<file path="src/rtl/lsu_axi_wr_io_sink.sv">
// lsu_axi_wr_io_sink
// AXI4 write-channel slave that terminates the LSU write port. Accepted
// write beats that hit the decode window are reduced to one 32-bit lane
// (OUT_W bits kept) and buffered in a DEPTH-entry FIFO. The FIFO drains
// over a valid/ready stream toward the pads. Every transaction gets a
// B response carrying the captured ID.
//
// Optional feature macro: LSU_AXI_WR_IO_SINK_DECERR_EN
//   defined   : address decode active; a miss returns DECERR and its data
//               is discarded.
//   undefined : every address is treated as a hit (always OKAY).
module lsu_axi_wr_io_sink #(
  parameter int          ID_W      = 3,
  parameter int          OUT_W     = 28,
  parameter int          DEPTH     = 4,
  parameter logic [31:0] BASE_ADDR = 32'hd058_0000,
  parameter logic [31:0] ADDR_MASK = 32'hffff_f000
) (
  input  logic                       wb_clk_i,
  input  logic                       wb_rst_i,
  input  logic                       awvalid,
  output logic                       awready,
  input  logic [ID_W-1:0]            awid,
  input  logic [31:0]                awaddr,
  input  logic                       wvalid,
  output logic                       wready,
  input  logic [63:0]                wdata,
  input  logic [7:0]                 wstrb,
  input  logic                       wlast,
  output logic                       bvalid,
  input  logic                       bready,
  output logic [ID_W-1:0]            bid,
  output logic [1:0]                 bresp,
  output logic [OUT_W-1:0]           out_data,
  output logic                       out_valid,
  input  logic                       out_ready,
  output logic [$clog2(DEPTH):0]     level
);

  localparam int AW = $clog2(DEPTH);
  localparam int LW = AW + 1;

  typedef enum logic [1:0] {
    ST_IDLE = 2'd0,
    ST_DATA = 2'd1,
    ST_RESP = 2'd2
  } state_t;

  // Select the 32-bit lane named by the strobes: low lane when any low
  // byte is enabled, otherwise the high lane.
  function automatic logic [OUT_W-1:0] lane_sel(input logic [63:0] d,
                                                input logic [7:0]  s);
    logic [OUT_W-1:0] r;
    if (|s[3:0]) begin
      r = d[OUT_W-1:0];
    end else begin
      r = d[32+OUT_W-1:32];
    end
    return r;
  endfunction

  state_t            state_r;
  logic [ID_W-1:0]   id_r;
  logic              hit_r;
  logic              bvalid_r;
  logic [ID_W-1:0]   bid_r;
  logic [1:0]        bresp_r;

  logic [OUT_W-1:0]  mem_r [DEPTH];
  logic [AW-1:0]     wr_ptr_r;
  logic [AW-1:0]     rd_ptr_r;
  logic [LW-1:0]     level_r;
  logic [OUT_W-1:0]  out_data_r;
  logic              out_valid_r;

  logic              hit_s;
  logic              full_s;
  logic              awready_s;
  logic              wready_s;
  logic              w_acc_s;
  logic              push_s;
  logic              pop_s;
  logic [OUT_W-1:0]  push_word_s;
  logic [LW-1:0]     level_after_pop_s;
  logic [LW-1:0]     level_nxt_s;
  logic [AW-1:0]     rd_nxt_s;
  logic [OUT_W-1:0]  head_nxt_s;
  logic              unused_s;

  // Address decode for the window (or a forced hit when decode is disabled).
`ifdef LSU_AXI_WR_IO_SINK_DECERR_EN
  assign hit_s = ((awaddr & ADDR_MASK) == BASE_ADDR);
`else
  assign hit_s = 1'b1;
`endif

  // Handshake decode, FIFO push/pop and next-head computation.
  always_comb begin
    unused_s    = ^{awaddr, wdata, wstrb};
    full_s      = (level_r == LW'(DEPTH));
    awready_s   = (state_r == ST_IDLE);
    if (state_r == ST_DATA) begin
      if (hit_r) begin
        wready_s = ~full_s;
      end else begin
        wready_s = 1'b1;
      end
    end else begin
      wready_s = 1'b0;
    end
    w_acc_s     = wvalid & wready_s;
    push_s      = w_acc_s & hit_r & (wstrb != 8'h00);
    pop_s       = out_valid_r & out_ready;
    push_word_s = lane_sel(wdata, wstrb);
    level_after_pop_s = level_r - {{(LW-1){1'b0}}, pop_s};
    level_nxt_s = level_after_pop_s + {{(LW-1){1'b0}}, push_s};
    rd_nxt_s    = rd_ptr_r + {{(AW-1){1'b0}}, pop_s};
    if (level_nxt_s == {LW{1'b0}}) begin
      head_nxt_s = out_data_r;
    end else if (level_after_pop_s == {LW{1'b0}}) begin
      head_nxt_s = push_word_s;
    end else begin
      head_nxt_s = mem_r[rd_nxt_s];
    end
  end

  // Transaction FSM: AW capture, W beat consumption, registered B response.
  always_ff @(posedge wb_clk_i or posedge wb_rst_i) begin
    if (wb_rst_i) begin
      state_r  <= ST_IDLE;
      id_r     <= {ID_W{1'b0}};
      hit_r    <= 1'b0;
      bvalid_r <= 1'b0;
      bid_r    <= {ID_W{1'b0}};
      bresp_r  <= 2'b00;
    end else begin
      case (state_r)
        ST_IDLE: begin
          if (awvalid) begin
            id_r    <= awid;
            hit_r   <= hit_s;
            state_r <= ST_DATA;
          end
        end
        ST_DATA: begin
          if (w_acc_s && wlast) begin
            state_r  <= ST_RESP;
            bvalid_r <= 1'b1;
            bid_r    <= id_r;
            bresp_r  <= hit_r ? 2'b00 : 2'b11;
          end
        end
        ST_RESP: begin
          if (bready) begin
            state_r  <= ST_IDLE;
            bvalid_r <= 1'b0;
          end
        end
        default: begin
          state_r  <= ST_IDLE;
          bvalid_r <= 1'b0;
        end
      endcase
    end
  end

  // FIFO storage, pointers, occupancy and registered head word.
  always_ff @(posedge wb_clk_i or posedge wb_rst_i) begin
    if (wb_rst_i) begin
      for (int i = 0; i < DEPTH; i++) begin
        mem_r[i] <= {OUT_W{1'b0}};
      end
      wr_ptr_r    <= {AW{1'b0}};
      rd_ptr_r    <= {AW{1'b0}};
      level_r     <= {LW{1'b0}};
      out_data_r  <= {OUT_W{1'b0}};
      out_valid_r <= 1'b0;
    end else begin
      if (push_s) begin
        mem_r[wr_ptr_r] <= push_word_s;
        wr_ptr_r        <= wr_ptr_r + {{(AW-1){1'b0}}, 1'b1};
      end
      rd_ptr_r    <= rd_nxt_s;
      level_r     <= level_nxt_s;
      out_data_r  <= head_nxt_s;
      out_valid_r <= (level_nxt_s != {LW{1'b0}});
    end
  end

  assign awready   = awready_s;
  assign wready    = wready_s;
  assign bvalid    = bvalid_r;
  assign bid       = bid_r;
  assign bresp     = bresp_r;
  assign out_data  = out_data_r;
  assign out_valid = out_valid_r;
  assign level     = level_r;

endmodule
</file>
<file path="config.mk">
export PLATFORM = sky130hd
export DESIGN_NAME = lsu_axi_wr_io_sink
export DESIGN_NICKNAME = d
export VERILOG_FILES = /design/src/rtl/lsu_axi_wr_io_sink.sv
export SDC_FILE = /design/constraint.sdc
export NUM_CORES = 1
export LEC_CHECK = 0
export BUFFER_PORTS_ARGS = -buffer_cell sky130_fd_sc_hd__buf_2
export CORE_ASPECT_RATIO = 0.8
export CORE_MARGIN = 4
export CORE_UTILIZATION = 55
export CTS_BUF_LIST = sky130_fd_sc_hd__clkbuf_16
export DETAILED_ROUTE_END_ITERATION = 8
export MAX_ROUTING_LAYER = met4
export PLACE_DENSITY = 0.8
export SLEW_MARGIN = 20
export SYNTH_ARGS = -nofsm -noshare
export SYNTH_HDL_FRONTEND = slang
export SYNTH_SLANG_ARGS = --single-unit
</file>
<file path="constraint.sdc">
create_clock -name wb_clk_i -period 5.52 [get_ports wb_clk_i]
set_input_delay 0.276 -clock wb_clk_i [delete_from_list [all_inputs] [get_ports wb_clk_i]]
set_output_delay 0.276 -clock wb_clk_i [all_outputs]
set_load 0.02 [all_outputs]
</file>
Word level (Yosys, flattened, before mapping)
Cells that the tools add are included.

word-level totals
  register bits = 160
  word-level logic and storage cells = 66
  output and inout port bits = 40

operators by class
  reduce and logical (&&, ||, !) cells = 12
  bitwise operators = 8
  multiplexer cells = 18
  equality and inequality tests = 6
  magnitude comparators = 3
  add/sub/neg operators = 4

operators by type and width
  cell                                                         count
  2-to-1 mux 28 bit                                            5
  bitwise mux 112 bit                                          1
  binary-select mux 28 bit (select 2 bit)                      1
  demux 28 bit (select 2 bit)                                  1
  2-to-1 mux 2 bit                                             4
  nonzero test 8 bit                                           1
  >= comparator 3 bit (second input constant)                  2
  logical NOT 3 bit                                            2
  inverter 2 -> 3 bit                                          2
  one-hot mux 2 bit (3 select lines)                           1
  AND reduction 3 bit                                          2
  bitwise AND 1 bit                                            4
  2-to-1 mux 1 bit                                             4
  inequality test 2 bit (second input constant)                2
  AND reduction 2 bit                                          2
  OR reduction 4 bit                                           1
  adder 3 x 1 -> 3 bit                                         1
  equality test 3 bit (second input constant)                  1
  less-than comparator 3 x 1 -> 1 bit (second input constant)  1
  one-hot mux 1 bit (3 select lines)                           1
  nonzero test 3 bit                                           1
  subtractor 3 x 1 -> 3 bit                                    1
  adder 2 x 1 -> 2 bit                                         1
  adder 2 x 1 -> 2 bit (second input constant)                 1
  6 further kinds                                              8

Logic depth before layout (Yosys ltp)
Gate-level depths: netlist (run 1).

  word-level depth = 9
  gate-level depth with buffers = 13

Least setup slack after synthesis (run 1)
No wires, ideal clock.

  kind = register to register
  from = register level_r[2] (netlist: level[2])
  to = register out_data_r[10] (netlist: out_data[10])
  setup time = 0.083 ns
  required time = 5.437 ns
  setup slack = 2.735 ns
  arrival time = 2.702 ns
  stages on the path, launching flop included = 12
  clock period less this slack = 2.785 ns
  path through = dfrtp_1 > nand2_1 > o311ai_4 > nor3_1 > ha_1 > ha_1 > xor3_1 > nor3_1 > buf_2 > clkbuf_1 > nand2_1 > o21ai_0

on the way
  cells in the longest elaborated chain, start to end = 9
  elaborated cells between the ends (all ways) = 12
  those cells by class = add/sub (2); eq/ne (1); mux (3); bitwise (4); reduce/logical (2)

RTL lines
  element                         line  RTL
  start: declaration              72    logic [LW-1:0] level_r;
  start signal: assignment        175   level_r <= {LW{1'b0}};
  start signal: assignment        184   level_r <= level_nxt_s;
  equality test 3 bit             100   full_s = (level_r == LW'(DEPTH));
  inverter 1 bit                  104   wready_s = ~full_s;
  2-to-1 mux 1 bit                103   if (hit_r) begin
  2-to-1 mux 1 bit                102   if (state_r == ST_DATA) begin
  bitwise AND 1 bit               111   w_acc_s = wvalid & wready_s;
  bitwise AND 1 bit (2 in a row)  112   push_s = w_acc_s & hit_r & (wstrb != 8'h00);
  net push_s                      81    logic push_s;
  adder 3 x 1 -> 3 bit            116   level_nxt_s = level_after_pop_s + {{(LW-1){1'b0}}, push_s};
  net level_nxt_s[2]              85    logic [LW-1:0] level_nxt_s;
  logical NOT 3 bit               118   if (level_nxt_s == {LW{1'b0}}) begin
  end signal: assignment          176   out_data_r <= {OUT_W{1'b0}};
  end signal: assignment          185   out_data_r <= head_nxt_s;
  end: declaration                73    logic [OUT_W-1:0] out_data_r;

The timed path passes the listed nets, and every way through them passes these cells.
A chain may end at the register's enable or synchronous reset.

Worst setup path after layout (run 1)
  from = register level_r[2] (netlist: level[2])
  to = register out_data_r[17] (netlist: out_data[17])

Same word-level chain as after synthesis.

==> flow_summary.toml, run 1 <==
[outcome]
outcome = "complete, no violations"

[layout]
syn_to_final_growth_pct = 18.1
nets = 767
nFillCells = 905
drive_gt1_share_pct = 49.5
antenna_cells = 0
final_core_util_pct = 67.2

[route]
via_count = 4684
final_antenna_net_count = 0
drt-vias-per-instance = 5.63
dr.pass1.iters = 4
remaining_drc_errors = 0
dr.first_iter.drc_count = 265
wl_um = 15700
wl_per_cell_um = 18.9

[sta]
clock.fmax_mhz = 271
min_period_over_period_pct = 67.0
fin_ws_ns = 1.82
slew_headroom_pct = 40.2
setup_violations = 0
finalMaxSlewViolations = 0
period_minus_slack_ns = 3.70
tightest_slew_ns = 0.896
rsz0062_at_grt = "no"
finalSetupTns_ns = 0
clock_skew_ns = 0.0128
hold_viol_final = 0

[clock_network]
post-cts-setup-buffers = 0
cts_tree = "built"
clkSinkCount = 159
clk_latency_ns = 0.43
cts_hold_buf = 1
ctsHtreeMaxLevel = 4
clkTransAtPathRegs_ns = 0.06
cts_resized = 0
root_buffer = "clkbuf_16"
cts_buffers = 17
clockBufferDepth = 2

[power]
power.internal_w = 0.00384
p_leak_nw = 3.87
ir_drop_uv = 375
p_sw_share_pct = 35.0
pwr_density_cell_nw_per_um2 = 676
power_frac_seq_pct = 35.3
clkPwrFrac_pct = 21.2
pwr-share-comb_pct = 43.6
switchingPower_w = 0.00207

[hold_path]
min_path_type = "in -> reg"

[yosys]
synthMuxAreaShare_pct = 31.0
synth_seq_area_share_pct = 53.8
ys_seq_elements = 159
syn_inst = 531
yosys_warnings = 0
yosysUniqueCellTypes = 28
yosys.area_share.simple_pct = 5.16
syn_area_per_cell_sq_um = 13.9
synth_top_family_by_area = "multiplexers"
synth_nets = 654
synthXorXnorAreaFrac_pct = 0.677
synth_area_sq_um = 7400
synth-compound-area-share_pct = 4.43
synth_fa_ha_area_share_pct = 1.52

[floorplan]
die_y_um = 112
initial_core_util_pct = 56.9
core_area_sq_um = 13000
die_area_sq_um = 15400
ioPinCount = 154
rows = 37
fp.dieW_um = 138

[place]
preCtsSetupSlack_ns = 1.52
dp_hpwl_um = 9990
gp_congestion = 0.756
io_buffer_count = 113

[run]
timing.max_cap.violations = 0

[grt]
grt_max_degree = 83
grt_pass1_vias = 4886
grt_pass1_wl_um = 25800
grt_overflow_total = 0
track_usage_pct = 22.4
antenna_found_initial = 0

[worst_setup_path]
required_ns = 5.83
critical_path_class = "reg -> reg"
cp-end-kind = "flop"
crit_arrival_ns = 4.01
critPathLaunchType = "flop"
path_max_fanout = 29
[Yosys cell counts (all sizes together)]
library cell  count  share of area [%]
a21oi             6               0.41
nand2            31                1.6
mux2            147                 22
and3              1              0.085
o21ai            51                3.5
nand3             1              0.068
a21o              1               0.10
nor3              3               0.20
nor4              6                1.3
mux2i             1               0.14
buf              19                2.0
ha                9                1.5
dfrtp           159                 54
xnor2             3               0.36
or2               1              0.085
o311ai            1               0.36
xor3              1               0.32
o32ai             1               0.12
mux4             28                8.5
inv              16               0.81
nor2             31                1.6
clkbuf           11               0.56
and2              3               0.25
[per-layer routing]
layer,up-vias,global-route usage [%],share of wire (%)
met3,21,5.65,7.2
li1,2135,-,-
met5,-,-,0
met4,0,5.39,1.2
met2,133,35.3,49
met1,2395,29.3,43
[area by class of cell]
class / instances / area (sq um) / area share (%)
clock inverters: 15 / 203 / 2.32
well taps: 175 / 219 / 2.51
clock buffers: 17 / 425 / 4.87
flip-flops and latches: 159 / 3980 / 45.5
repair buffers: 124 / 654 / 7.49
inverters: 16 / 65.1 / 0.745
multi-input cells: 326 / 3190 / 36.5
[power groups by stage]
stage	combinational [W]	clock [W]	sequential [W]
3_3_place_gp	0.00248	0	0.00204
2_1_floorplan	0.00184	0	0.00217
4_1_cts	0.00261	0.00126	0.00208
3_5_place_dp	0.00258	0	0.00210
6_report	0.00257	0.00125	0.00208
5_1_grt	0.00285	0.00132	0.00215
[flip-flops by register name, summed over array words and instances, names as in the netlist]
register,count
bid,3
bresp,1
bvalid,1
hit_r,1
id_r,3
level,3
mem_r,112
out_data,28
out_valid,1
rd_ptr_r,2
state_r,2
wr_ptr_r,2
[kinds of logic (layout without fill, tap and decap cells)]
family,Yosys count,count (layout)
buffers and inverters,46,172
and+or+nand+nor,77,77
xor gates and xnor gates,4,4
muxes,176,176
AOI/OAI and AO/OA,60,60
adders and majority gates,9,9
DFF,159,159
[through the flow]
stage | cell area (sq um) | hold slack, ns | power (W) | std cells
global route | 8740 | 0.0505 | 0.00633 | 832
detailed placement | 8090 | 0.444 | 0.00468 | 799
global placement | 8090 | 0.430 | 0.00452 | 799
floorplan | 7400 | 0.374 | 0.00402 | 531
CTS | 8730 | 0.0380 | 0.00596 | 832
finish | 8740 | 0.0517 | 0.00590 | 832
[layout by cell type, fill, tap and decap left out, drive strengths merged]
master       synthesis  final
a21o                 1      1
a21oi                6      6
and2                 3      3
and3                 1      1
buf                 19    123
bufinv               0      5
clkbuf              11     17
clkinv               0      4
clkinvlp             0      3
dfrtp              159    159
dlygate4sd3          0      1
ha                   9      9
inv                 16     19
mux2               147    147
mux2i                1      1
mux4                28     28
nand2               31     31
nand3                1      1
nor2                31     31
nor3                 3      3
nor4                 6      6
o21ai               51     51
o311ai               1      1
o32ai                1      1
or2                  1      1
xnor2                3      3
xor3                 1      1
[worst paths after layout]
check / start / end / slack, ns / cells past startpoint
worst max-delay path: level[2] / out_data[17] / 1.82 / 11
worst min-delay path: bready / state_r[1] / 0.05 / 2
worst max register to register: level[2] / out_data[17] / 1.82 / 11
worst min register to register: out_data[26] / out_data[26] / 0.48 / 2
max in group asynchronous: wb_rst_i / mem_r[53] / 3.83 / 4
min in group asynchronous: wb_rst_i / mem_r[67] / 0.52 / 3
[worst max-delay path: stages (launching register included)]
cell and delay [ns]:
dfrtp_1 0.42, nand2_1 0.11, o311ai_4 0.58, nor3_1 0.25, ha_1 0.26, ha_1 0.18, xor3_1 0.23, nor3_2 0.05
buf_4 0.24, inv_1 0.70, o21ai_0 0.24, o21ai_0 0.30
(Power assumes the default switching activity.)
==> run 2, diff against run 1 <==
--- a/config.mk
+++ b/config.mk
@@ -8,11 +8,11 @@
 export BUFFER_PORTS_ARGS = -buffer_cell sky130_fd_sc_hd__buf_2
 export CORE_ASPECT_RATIO = 0.8
 export CORE_MARGIN = 4
-export CORE_UTILIZATION = 55
+export CORE_UTILIZATION = 50
 export CTS_BUF_LIST = sky130_fd_sc_hd__clkbuf_16
 export DETAILED_ROUTE_END_ITERATION = 8
 export MAX_ROUTING_LAYER = met4
-export PLACE_DENSITY = 0.8
+export PLACE_DENSITY = 0.77
 export SLEW_MARGIN = 20
 export SYNTH_ARGS = -nofsm -noshare
 export SYNTH_HDL_FRONTEND = slang
==> constraint.sdc (replaced) <==
create_clock -name wb_clk_i -period 3.35 [get_ports wb_clk_i]
set_input_delay 0.1675 -clock wb_clk_i [delete_from_list [all_inputs] [get_ports wb_clk_i]]
set_output_delay 0.1675 -clock wb_clk_i [all_outputs]
set_load 0.02 [all_outputs]
==> run 2 against run 1 <==
Against the previous run:
- wire length up 1.5%
- sequential share of layout area down 0.87 points
- core utilization down 5.3 points
- flip-flop and latch count unchanged
- maximum frequency up 23%
- first-iteration DRC count down 37%
- critical path depth down 2
- clock skew down 0.0038 ns
- non-clock buffer count up 13
- largest power group unchanged
- combinational power up 67%
- final cell count up 2.5%
- highest routed layer unchanged
- sequential power up 66%
==> flow_summary.toml, run 2 (synthesized netlist as in run 1, its figures left out) <==
[layout]
nets = 780
final_cell_mix = "dfrtp_1, mux2_2, buf_2"
drive_gt1_share_pct = 50.4
largest_register_ffs = 112
mostFrequentLayoutCell = "dfrtp_1"
antenna_cells = 0
top_register = "mem_r"
syn_to_final_growth_pct = 20.4

[clock_network]
clk_latency_ns = 0.43
cts_buffers = 17
clockBufferDepth = 2
root_buffer = "clkbuf_16"
clkSinkCount = 159
clkTransAtPathRegs_ns = 0.06
ctsHtreeMaxLevel = 4
post-cts-setup-buffers = 0
cts_tree = "built"

[sta]
tightest_slew_ns = 0.961
setup_violations = 0
min_period_over_period_pct = 89.7
clock_skew_ns = 0.00896
clock.fmax_mhz = 333
rsz0062_at_grt = "no"
hold_viol_final = 0
slew_headroom_pct = 35.8
timing.hold.ws_ns = 0.0337
period_minus_slack_ns = 3.01
finalSetupTns_ns = 0
finalMaxSlewViolations = 0

[route]
remaining_drc_errors = 0
final_antenna_net_count = 0
dr.pass1.iters = 4
wl_per_cell_um = 18.7
dr.first_iter.drc_count = 166
wl_um = 16000
drt-vias-per-instance = 5.46
via_count = 4660

[grt]
grt_pass1_wl_um = 25800
grt_overflow_total = 0
use_met2_pct = 34.2
track_usage_pct = 21.0
gr-usage-met3_pct = 4.63
antenna_found_initial = 0
grt_max_degree = 75
grt.busiest_layer = "met2"
met1_usage_pct = 26.8
grt_pass1_vias = 4918

[place]
io_buffer_count = 113
gp_congestion = 0.766
dp_hpwl_um = 10300

[hold_path]
min_path_type = "in -> reg"
holdPathStages = 3

[floorplan]
die_y_um = 117
initial_core_util_pct = 51.4
rows = 39
core_area_sq_um = 14400
fp.dieW_um = 144
die_area_sq_um = 16800
ioPinCount = 154

[worst_setup_path]
crit_arrival_ns = 3.30
rr_worst_depth = 9
path_max_fanout = 29
cp-end-kind = "flop"
critical_path_class = "reg -> reg"
required_ns = 3.65
critPathLaunchType = "flop"

[power]
ir_drop_uv = 509
pwr_density_cell_nw_per_um2 = 1110
p_leak_nw = 3.94

[outcome]
outcome = "complete, no violations"

[run]
timing.max_cap.violations = 0
-- run 2: changes by cell type in the layout (fill, tap and decap cells not counted), moves of 3 or more --
cell / delta
buf_4: +8
dlygate4sd3_1: +5
inv_1: -4
clkinv_4: +3
-- run 2: metal layers --
layer,share of wire [%],up-vias
li1,-,2160
met2,49,112
met3,4.6,18
met5,0,-
met4,1.5,0
met1,45,2370
-- run 2: worst max-delay path, stage by stage (launching register included) --
cell and delay [ns]:
dfrtp_1 0.39, nand2_1 0.26, nor3_2 0.39, ha_1 0.25, ha_1 0.17, xor3_1 0.26
nor3_2 0.26, clkinvlp_4 0.53, o21ai_0 0.22, o21ai_0 0.12
-- run 2: final timing paths --
path                                   start           end  slack [ns]
worst max-delay path                   hit_r  out_data[11]        0.34
worst min-delay path                   wlast    state_r[1]        0.03
worst max register to register         hit_r  out_data[11]        0.34
worst min register to register  out_data[21]  out_data[21]        0.47
max in group asynchronous           wb_rst_i   rd_ptr_r[0]        1.90
min in group asynchronous           wb_rst_i     out_valid        0.49
-- run 2: final cells by class --
cell class,instances,area [sq um]
clock buffer,17,425
clock inverter,14,240
fill,1068,5490
inverter,16,67.6
multi-input combinational,326,3190
sequential,159,3980
tap,184,230
timing repair buffer,137,773
-- run 2: repair_timing --
item | 4_1_cts | 5_1_grt
hold buffers | 6 | 0
gates resized for setup | 0 | 2
hold endpoints to repair | 46 | 0
setup endpoints to repair | 0 | 25
-- run 2: power by group --
| part | switching (W) | internal [W] | total, W |
|---|---|---|---|
| Combinational | 0.00216 | 0.00213 | 0.00429 |
| Clock | 0.000769 | 0.00139 | 0.00216 |
| Sequential | 0.000513 | 0.00293 | 0.00345 |
| Total | 0.00344 | 0.00646 | 0.00990 |
-- run 2: through the flow --
| stage | util (%) | power, W | instance area [sq um] | setup slack [ns] | std cells |
|---|---|---|---|---|---|
| after floorplan | - | 0.00662 | 7400 | 0.565 | 531 |
| after global placement | 56.8 | 0.00750 | 8170 | 0.563 | 816 |
| after detailed placement | 56.8 | 0.00779 | 8170 | 0.319 | 816 |
| after CTS | 61.8 | 0.00999 | 8900 | 0.120 | 853 |
| after global routing | 61.9 | 0.0106 | 8910 | 0.0239 | 853 |
| final | 61.9 | 0.00990 | 8910 | 0.344 | 853 |
==> run 3, diff against run 2 <==
--- a/config.mk
+++ b/config.mk
@@ -6,13 +6,15 @@
 export NUM_CORES = 1
 export LEC_CHECK = 0
 export BUFFER_PORTS_ARGS = -buffer_cell sky130_fd_sc_hd__buf_2
+export CELL_PAD_IN_SITES_DETAIL_PLACEMENT = 1
+export CELL_PAD_IN_SITES_GLOBAL_PLACEMENT = 2
 export CORE_ASPECT_RATIO = 0.8
 export CORE_MARGIN = 4
-export CORE_UTILIZATION = 50
+export CORE_UTILIZATION = 34
 export CTS_BUF_LIST = sky130_fd_sc_hd__clkbuf_16
 export DETAILED_ROUTE_END_ITERATION = 8
 export MAX_ROUTING_LAYER = met4
-export PLACE_DENSITY = 0.77
+export PLACE_DENSITY_LB_ADDON = 0.1
 export SLEW_MARGIN = 20
 export SYNTH_ARGS = -nofsm -noshare
 export SYNTH_HDL_FRONTEND = slang
==> run 3 against run 2 <==
Against the previous run:
- final cell count grew 10%
- power is 2.7% lower
- final area fell by 0.22%
- die area rose by 44%
- highest routed layer unchanged
- flip-flop and latch count stayed put
==> flow_summary.toml, run 3 (synthesized netlist as in run 1, its figures left out) <==
[outcome]
outcome = "complete, no violations"

[route]
dr.pass1.iters = 4
wl_um = 18500
dr.first_iter.drc_count = 155
wl_per_cell_um = 19.7
remaining_drc_errors = 0
final_antenna_net_count = 0
via_count = 4737
drt-vias-per-instance = 5.04

[sta]
finalMaxSlewViolations = 0
min_period_over_period_pct = 82.3
clock_skew_ns = 0.00698
finalSetupTns_ns = 0
setup_violations = 0
hold_viol_final = 0
tightest_slew_ns = 0.597
clock.fmax_mhz = 363
period_minus_slack_ns = 2.76
slew_headroom_pct = 60.2
rsz0062_at_grt = "no"

[power]
p_leak_nw = 3.90
ir_drop_uv = 417
power_w = 0.00963
pwr_density_cell_nw_per_um2 = 1080

[grt]
grt_overflow_total = 0
grt_max_degree = 90
antenna_found_initial = 0
grt_pass1_wl_um = 30200
track_usage_pct = 16.3
grt_pass1_vias = 5363

[worst_setup_path]
critical_path_class = "reg -> reg"
crit_arrival_ns = 3.05
r2r-end = "out_data[19]"
crit_chain = "nand2_1 -> nor3_1 -> ha_1 -> ha_1 -> xor3_1 -> nor3_2 -> inv_1 -> buf_4 -> o21ai_0 -> o21ai_0"
required_ns = 3.64
critPathBufInv = 2
crit_path_top_delay_cell = "nor3_1"
cp-end-kind = "flop"
reg2reg_from = "hit_r"
rrSetupSlack_ns = 0.59
rr_worst_depth = 10
path_max_fanout = 16
crit_family = "simple AND/OR/NAND/NOR gates"
critPathLaunchType = "flop"
max_stage_delay_ns = 0.53

[place]
gp_congestion = 0.681
io_buffer_count = 113
dp_hpwl_um = 12200

[floorplan]
rows = 47
core_area_sq_um = 21100
ioPinCount = 154
fp.dieW_um = 173
die_y_um = 140
initial_core_util_pct = 35.1
die_area_sq_um = 24200

[clock_network]
clkTransAtPathRegs_ns = 0.06
cts_hold_buf = 5
cts_tree = "built"
clkSinkCount = 159
cts_buffers = 17
clockBufferDepth = 2
ctsHtreeMaxLevel = 4
cts_resized = 0
post-cts-setup-buffers = 0
clk_latency_ns = 0.42
root_buffer = "clkbuf_16"

[hold_path]
hold_start = "awvalid"
min_path_type = "in -> reg"
whs_endpoint = "state_r[0]"
holdPathStages = 3

[layout]
mostFrequentLayoutCell = "dfrtp_1"
nets = 782
top_register = "mem_r"
final_cell_mix = "dfrtp_1, mux2_2, buf_2"
syn_to_final_growth_pct = 20.1
largest_register_ffs = 112
antenna_cells = 0
drive_gt1_share_pct = 48.7

[run]
timing.max_cap.violations = 0
## run 3: cell types whose count changed in the layout (fill, tap and decap cells not counted)
| cell | before | now |
|---|---|---|
| nor3_1 | 1 | 2 |
| buf_12 | 1 | 3 |
| clkinv_1 | 0 | 8 |
| bufinv_16 | 6 | 1 |
| buf_4 | 17 | 18 |
| clkinv_4 | 3 | 0 |
| clkinvlp_4 | 4 | 1 |
| dlygate4sd3_1 | 6 | 5 |
| nor3_2 | 2 | 1 |
| inv_1 | 14 | 18 |
| clkinv_2 | 2 | 1 |
## run 3: final cells by class
| cell class | count | area, sq um |
|---|---|---|
| sequential | 159 | 3980 |
| multi-input combinational | 326 | 3190 |
| timing repair buffer | 139 | 811 |
| clock buffer | 17 | 425 |
| fill | 2182 | 12200 |
| clock inverter | 14 | 85.1 |
| tap | 269 | 337 |
| inverter | 16 | 63.8 |
## run 3: per-stage QoR
stage	instance area, sq um	hold slack (ns)	util [%]	instances	setup slack, ns
6_report	8890	0.0261	42.2	940	0.594
5_1_grt	8890	0.0387	42.2	940	0.302
4_1_cts	8890	0.00430	42.2	940	0.505
3_5_place_dp	8330	0.349	39.6	904	0.476
3_3_place_gp	8330	0.331	39.6	904	0.599
2_1_floorplan	7400	0.266	-	531	0.565
## run 3: report_power, final
part | internal [W] | leakage, nW | total, W | switching [W]
Combinational | 0.00220 | 1.73 | 0.00446 | 0.00226
Clock | 0.000988 | 0.261 | 0.00174 | 0.000747
Sequential | 0.00293 | 1.91 | 0.00343 | 0.000496
Total | 0.00612 | 3.90 | 0.00963 | 0.00351
## run 3: worst min-delay path, delay by kind of cell
| kind | cells | cell delay (ns) |
|---|---|---|
| AND/OR/NAND/NOR | 2 | 0.13 |
| buffers and inverters | 1 | 0.10 |
## run 3: metal layers
metal | share of wire (%) | vias up | track usage [%]
met5 | 0 | - | -
met4 | 0.71 | 0 | 3.78
met3 | 2.9 | 9 | 3.48
met2 | 51 | 70 | 27.7
met1 | 46 | 2501 | 20.3
li1 | - | 2157 | -
## run 3: how the worst max path moves through the flow
stage,start,end,slack [ns],cells after the start
after detailed placement,wstrb[1],out_data[19],0.48,12
after global routing,hit_r,out_data[14],0.30,10
after CTS,hit_r,out_data[19],0.50,10
final,hit_r,out_data[19],0.59,10
after global placement,wstrb[1],out_data[26],0.60,12
after floorplan,level[2],out_data[10],0.57,11
